[config.mk]
export PLATFORM = sky130hd
export DESIGN_NAME = cacheline_adaptor
export DESIGN_NICKNAME = d
export VERILOG_FILES = /design/src/rtl/cacheline_adaptor.sv
export SDC_FILE = /design/constraint.sdc
export NUM_CORES = 1
export LEC_CHECK = 0
export CAP_MARGIN = 20
export CORE_AREA = 3 3 279 281
export DETAILED_ROUTE_END_ITERATION = 8
export DIE_AREA = 0 0 282 284
export PLACE_DENSITY_LB_ADDON = 0.08
export SLEW_MARGIN = 20
export SYNTH_ARGS = -nofsm -noshare
export SYNTH_HDL_FRONTEND = slang
export SYNTH_SLANG_ARGS = --single-unit
export TNS_END_PERCENT = 1
[constraint.sdc]
create_clock -name clk -period 2 [get_ports clk]
set_input_delay 0.2 -clock clk [delete_from_list [all_inputs] [get_ports clk]]
set_output_delay 0.2 -clock clk [all_outputs]
set_load 0.005 [all_outputs]
[src/rtl/cacheline_adaptor.sv]
// Splits one cache-line read/write into BURST_W-wide memory beats and returns
// a single completion pulse to the cache once the whole line has moved.
module cacheline_adaptor #(
  parameter int unsigned LINE_W  = 256,
  parameter int unsigned BURST_W = 64,
  parameter int unsigned ADDR_W  = 32
) (
  input  logic               clk,
  input  logic               rst,
  input  logic [ADDR_W-1:0]  address_i,
  input  logic               read_i,
  input  logic               write_i,
  input  logic [LINE_W-1:0]  line_i,
  output logic [LINE_W-1:0]  line_o,
  output logic               resp_o,
  output logic [ADDR_W-1:0]  address_o,
  output logic               read_o,
  output logic               write_o,
  output logic [BURST_W-1:0] burst_o,
  input  logic [BURST_W-1:0] burst_i,
  input  logic               resp_i
);

  localparam int unsigned BEATS = LINE_W / BURST_W;
  localparam int unsigned CNT_W = (BEATS > 1) ? $clog2(BEATS) : 1;
  localparam logic [ADDR_W-1:0] OFFS_MASK = ADDR_W'(LINE_W / 8 - 1);

  typedef enum logic [1:0] {IDLE, READ, WRITE, DONE} state_e;

  state_e                        state_q, state_d;
  logic [CNT_W-1:0]              cnt_q, cnt_d;
  logic [BEATS-1:0][BURST_W-1:0] buf_q, buf_d;
  logic [LINE_W-1:0]             line_q, line_d;
  logic [ADDR_W-1:0]             addr_q, addr_d;
  logic                          last_beat;

  always_ff @(posedge clk) begin
    if (rst) begin
      state_q <= IDLE;
      cnt_q   <= '0;
      buf_q   <= '0;
      line_q  <= '0;
      addr_q  <= '0;
    end else begin
      state_q <= state_d;
      cnt_q   <= cnt_d;
      buf_q   <= buf_d;
      line_q  <= line_d;
      addr_q  <= addr_d;
    end
  end

  // line_q is a separate copy so a write (which reloads buf_q) leaves the
  // last read line visible; it is loaded on the final read beat so it is
  // already valid in the DONE cycle.
  always_comb begin
    state_d   = state_q;
    cnt_d     = cnt_q;
    buf_d     = buf_q;
    line_d    = line_q;
    addr_d    = addr_q;
    last_beat = (cnt_q == CNT_W'(BEATS - 1));
    case (state_q)
      IDLE: begin
        if (write_i) begin
          buf_d   = line_i;
          addr_d  = address_i & ~OFFS_MASK;
          state_d = WRITE;
        end else if (read_i) begin
          addr_d  = address_i & ~OFFS_MASK;
          state_d = READ;
        end
      end
      READ: begin
        if (resp_i) begin
          buf_d[cnt_q] = burst_i;
          if (last_beat) begin
            cnt_d   = '0;
            line_d  = buf_d;
            state_d = DONE;
          end else begin
            cnt_d = cnt_q + 1'b1;
          end
        end
      end
      WRITE: begin
        if (resp_i) begin
          if (last_beat) begin
            cnt_d   = '0;
            state_d = DONE;
          end else begin
            cnt_d = cnt_q + 1'b1;
          end
        end
      end
      DONE:    state_d = IDLE;
      default: state_d = IDLE;
    endcase
  end

  always_comb begin
    read_o    = (state_q == READ);
    write_o   = (state_q == WRITE);
    resp_o    = (state_q == DONE);
    burst_o   = (state_q == WRITE) ? buf_q[cnt_q] : '0;
    line_o    = line_q;
    address_o = addr_q;
  end

endmodule

Word-level counts from Yosys, hierarchy flattened --
Cells that the tools add are included.
Storage, ports and cells: flip-flop bits (word level) 548, logic and storage cells 47, output and inout port bits 355
Cells by class: add/sub/neg operators 1, muxes and demuxes 17, reduce and logical (&&, ||, !) cells 10, order comparisons 2, eq/ne operators 9
Operators with widths (count):
- $mux 256 | 2
- $pmux 256 s2 | 1
- $bwmux 256 | 1
- $mux 64 | 3
- $bmux 64 s2 | 1
- $demux 64 s2 | 1
- $mux 32 | 2
- $mux 2 | 5
- $reduce_and 3->1 | 3
- $eq 2x2->1 const B | 3
- $ne 2x1->1 const B | 3
- $pmux 2 s3 | 1
- $reduce_and 2->1 | 2
- $reduce_bool 2->1 | 2
- $lt 2x3->1 const B | 1
- $ne 3x3->1 const B | 1
- $add 2x1->2 const B | 1
- $eq 2x1->1 const B | 1
- $ge 2x1->1 const B | 1
- $logic_not 2->1 | 1
- $ne 2x2->1 const B | 1
- $reduce_or 2->1 | 1
- $logic_and 1x1->1 | 1

Logic depth before layout (Yosys ltp) --
word-level depth 7, mapped depth 10, gate-level depth less buffers 5

Least setup slack after synthesis --
Ideal clock, no wire load.
path type register -> register, from reg cnt_q[1], to reg buf_q[100] (netlist name), cell stages (with the launch flop) 11, data required time 1.883 ns, slack -0.185 ns, arrival time 2.069 ns, cell sequence dfxtp_1 > buf_4 > buf_4 > buf_2 > inv_1 > ha_1 > buf_2 > buf_2 > mux2i_1 > a21oi_1 > a22o_1
On the way: cells in the longest elaborated chain, start to end 7, elaborated cells between the ends (all ways) 8, classes of those cells order compare (2); mux (5); reduce/logical (1)
RTL lines:
- from (decl) | line 31 | logic [CNT_W-1:0] cnt_q, cnt_d;
- from (signal assigned) | line 46 | cnt_q <= cnt_d;
- $lt 2x3->1 (implied by the code) or $ge 2x1->1 (tied branches) | line 76 | buf_d[cnt_q] = burst_i;
- $logic_and 1x1->1 (implied by the code) | line 76
- $mux 64 (implied by the code) | line 76
- $demux 64 s2 (*) | line 76
- $bwmux 256 (*) | line 76
- $mux 256 (*) | line 75 | if (resp_i) begin
- $pmux 256 s2 (*) | line 63 | case (state_q)
- to (signal assigned) | line 47 | buf_q <= buf_d;
- to (decl) | line 32 | logic [BEATS-1:0][BURST_W-1:0] buf_q, buf_d;
Every way passes the cells marked *; elsewhere a longest branch is shown, timed or not. The select of a mux whose other input is x is not followed. A chain may end at the register's enable or synchronous reset.

Final worst setup path --
from reg cnt_q[0], to out burst_o[36]
On the way: cells in the longest elaborated chain, start to end 3
RTL lines:
- $bmux 64 s2 | line 105 | burst_o = (state_q == WRITE) ? buf_q[cnt_q] : '0;
- $mux 64 (implied by the code) | line 105
- $mux 64 | line 105
- to (decl) | line 19 | output logic [BURST_W-1:0] burst_o,
No other way between the ends. The select of a mux whose other input is x is not followed.

==> results.ini <==
[status]
status = complete, but fails checks
violations = setup timing

[routing]
drt-initial-drc-count = 1378
dr_total_vias = 24000
vias_per_cell = 5.42
route.detailed.drc = 0
wl_um = 108000
drt_pass1_iterations = 7
ant_nets = 0
wl_per_cell_um = 24.5

[timing]
rsz0062_at_grt = true
worst_pin_slew_ns = 0.831
relSlewSlack = 0.446
slew_viol_final = 0
max_freq_mhz = 420
final.setup_skew_ns = 0.0188
hold_viol = 0
min_period_ns = 2.38
setup_ws_ns = -0.380
setup_viol = 567
hold_ws_ns = 0.157
min_period_over_period = 1.19

[synth]
synth-seq-cells = 543
synth_cell_types = 32
synth_top_area_share = 0.439
synth.area.top_cells = dfxtp_1 44%, mux2i_1 10%, a22o_1 9.1%, nor2_1 7.8%, a211oi_1 7.8%
syn_inst = 2592
syn_area_um2 = 24800
synthArstFlopShare = 0
synth-edff-count = 0
synth_commonest_cells = 543 x dfxtp_1, 515 x nor2_1, 286 x a21oi_1
ys_seq_area_frac = 0.439
yosysMostFrequentCell = dfxtp_1
syn_avg_cell_area_um2 = 9.55
yosysWarnings = 0
yosysTopAreaCell = dfxtp_1
ys.flop_type = dfxtp_1

[floorplan]
chipWidth_um = 282
dieArea_um2 = 80100
die_y_um = 284
rows = 101
coreArea_um2 = 75700
pin_count = 712
initial_utilization = 0.327

[setup_path]
r2r_cells = 11
crit_family = buffers and inverters
path_class = reg2out
setup.worst_path.start = cnt_q[0]
regToRegSetupSlack_ns = -0.23
worst_setup_path_end_kind = output port
path_cells = buf_12 -> buf_12 -> buf_16 -> buf_12 -> mux4_2 -> and2_4 -> buf_6
critPathMostFrequentCell = buf_12
slowest_stage = dfxtp_4
crit_cells = 7
path_buf_inv = 5
cp_max_fo = 6
slowest_delay_ns = 0.43
cp-start-kind = flip-flop
worstReg2RegStart = cnt_q[1]
required_ns = 1.80
cp.arrival_ns = 2.18
rr_endpoint = buf_q[36]
endpoint = burst_o[36]

[clocking]
clk_pin_slew_ns = 0.06
cts_buffers = 67
htreeDepth = 3
cts_tree = built
clk_latency_ns = 0.60
clk_path_buf_depth = 3
cts_sinks = 543
ctsRootBufferMaster = clkbuf_16

[final_layout]
fin_nets = 3759
drive_above_1_share = 0.204
regArea_um2 = 10900
multi_input_area_um2 = 13200
area_delta_synth_final_pct = 55.3
fill_cells = 6915

[global_routing]
antenna_found_initial = 19
grt_start_max_net_pins = 125
gr-total-overflow = 0
grt_pass1_vias = 23300
grt_first_pass_wirelength_um = 152000
grtUsageTotal = 0.250

[flow_run]
cap_violations = 0

[placement]
gp_congestion = 0.849
io_buffers = 701
hpwlAfterDp_um = 71900

[pwr]
power_mw = 46.6
peakVddDrop_mv = 0.567
power_density_nw_per_um2 = 1210
p_leak_nw = 14.1

[worst_hold_path]
worst_hold_path_type = in2reg

## layout by cell type, fill, tap and decap left out, drive strengths merged, types with 3 or more instances in the layout
cell,Yosys,final
clkbuf,97,131
a211oi,256,256
mux4,64,64
and2,64,64
inv,4,7
nor2,515,515
clkdlybuf4s50,0,633
bufinv,0,3
mux2i,257,257
a21oi,287,287
ha,10,10
buf,166,327
nand2,57,57
diode,0,17
a22o,256,256
conb,1,5
dfxtp,543,543
## power breakdown
part / internal (mW) / switching [mW] / total, mW
clock: 7.41 / 4.77 / 12.2
sequential: 13.4 / 2.22 / 15.7
combinational: 9.83 / 8.94 / 18.8
## final cells by class
| type | count | share of cell area |
|---|---|---|
| sequential | 543 | 0.283 |
| clock buffer | 107 | 0.0536 |
| inverter | 4 | 0.000521 |
| multi-input combinational | 1787 | 0.343 |
| timing repair buffer | 989 | 0.284 |
| tap | 978 | 0.0318 |
| clock inverter | 8 | 0.00329 |
| antenna | 17 | 0.00111 |
## per-stage QoR
stage	setup slack, ns	util	setup TNS (ns)	cell area (um^2)	cells
after floorplan	-0.0159	-	-1.90	24800	2596
after global placement	-0.0585	0.447	-0.786	33900	4211
after detailed placement	-0.0890	0.447	-1.46	33900	4211
after CTS	-0.421	0.493	-137.85	37300	4383
after global routing	-0.453	0.508	-127.40	38500	4431
final	-0.380	0.508	-76.91	38500	4433
## worst min-delay path by stage
stage	endpoint	startpoint	slack, ns	cells after the start
2_1_floorplan	address_o[10]	address_i[10]	0.34	2
3_3_place_gp	address_o[21]	address_o[21]	0.44	2
3_5_place_dp	address_o[5]	address_o[5]	0.45	2
4_1_cts	address_o[16]	address_i[16]	0.12	3
5_1_grt	address_o[16]	address_i[16]	0.13	3
6_report	address_o[17]	address_i[17]	0.16	3
## worst min-delay path, stage by stage
cell and delay (ns):
clkdlybuf4s50_1 0.39, nand2_1 0.06, a21oi_1 0.05
## routing by layer
layer  vias to the layer above  track usage  wire length, um
li1                      11100            -                -
met1                     11800        0.325            46100
met2                       912        0.405            51500
met3                       181       0.0537             7080
met4                         4       0.0968             3710
met5                         -            0               26
## registers in the layout, summed over array words and instances (netlist names)
name,count
state_q,2
address_o,27
cnt_q,2
line_o,256
buf_q,256
## cell families (layout without fill, tap and decap cells)
group           Yosys count  count (layout)  share of synthesized area
compound gates          806             806                      0.228
simple gates            643             644                      0.105
flops                   543             543                      0.439
mux                     322             322                      0.163
buf+inv                 267            1108                     0.0597
fa+ha+maj                10              10                    0.00505
other cells               1              22                   0.000151
## what timing repair did
item	CTS	global route
buffers inserted	44	17
gates resized for setup	399	168
hold buffers	1	0
setup endpoints to repair	160	579
pin swaps	89	81
cloned	12	18
hold endpoints to repair	8	0
Note: power is estimated with default switching activity, not from simulation.
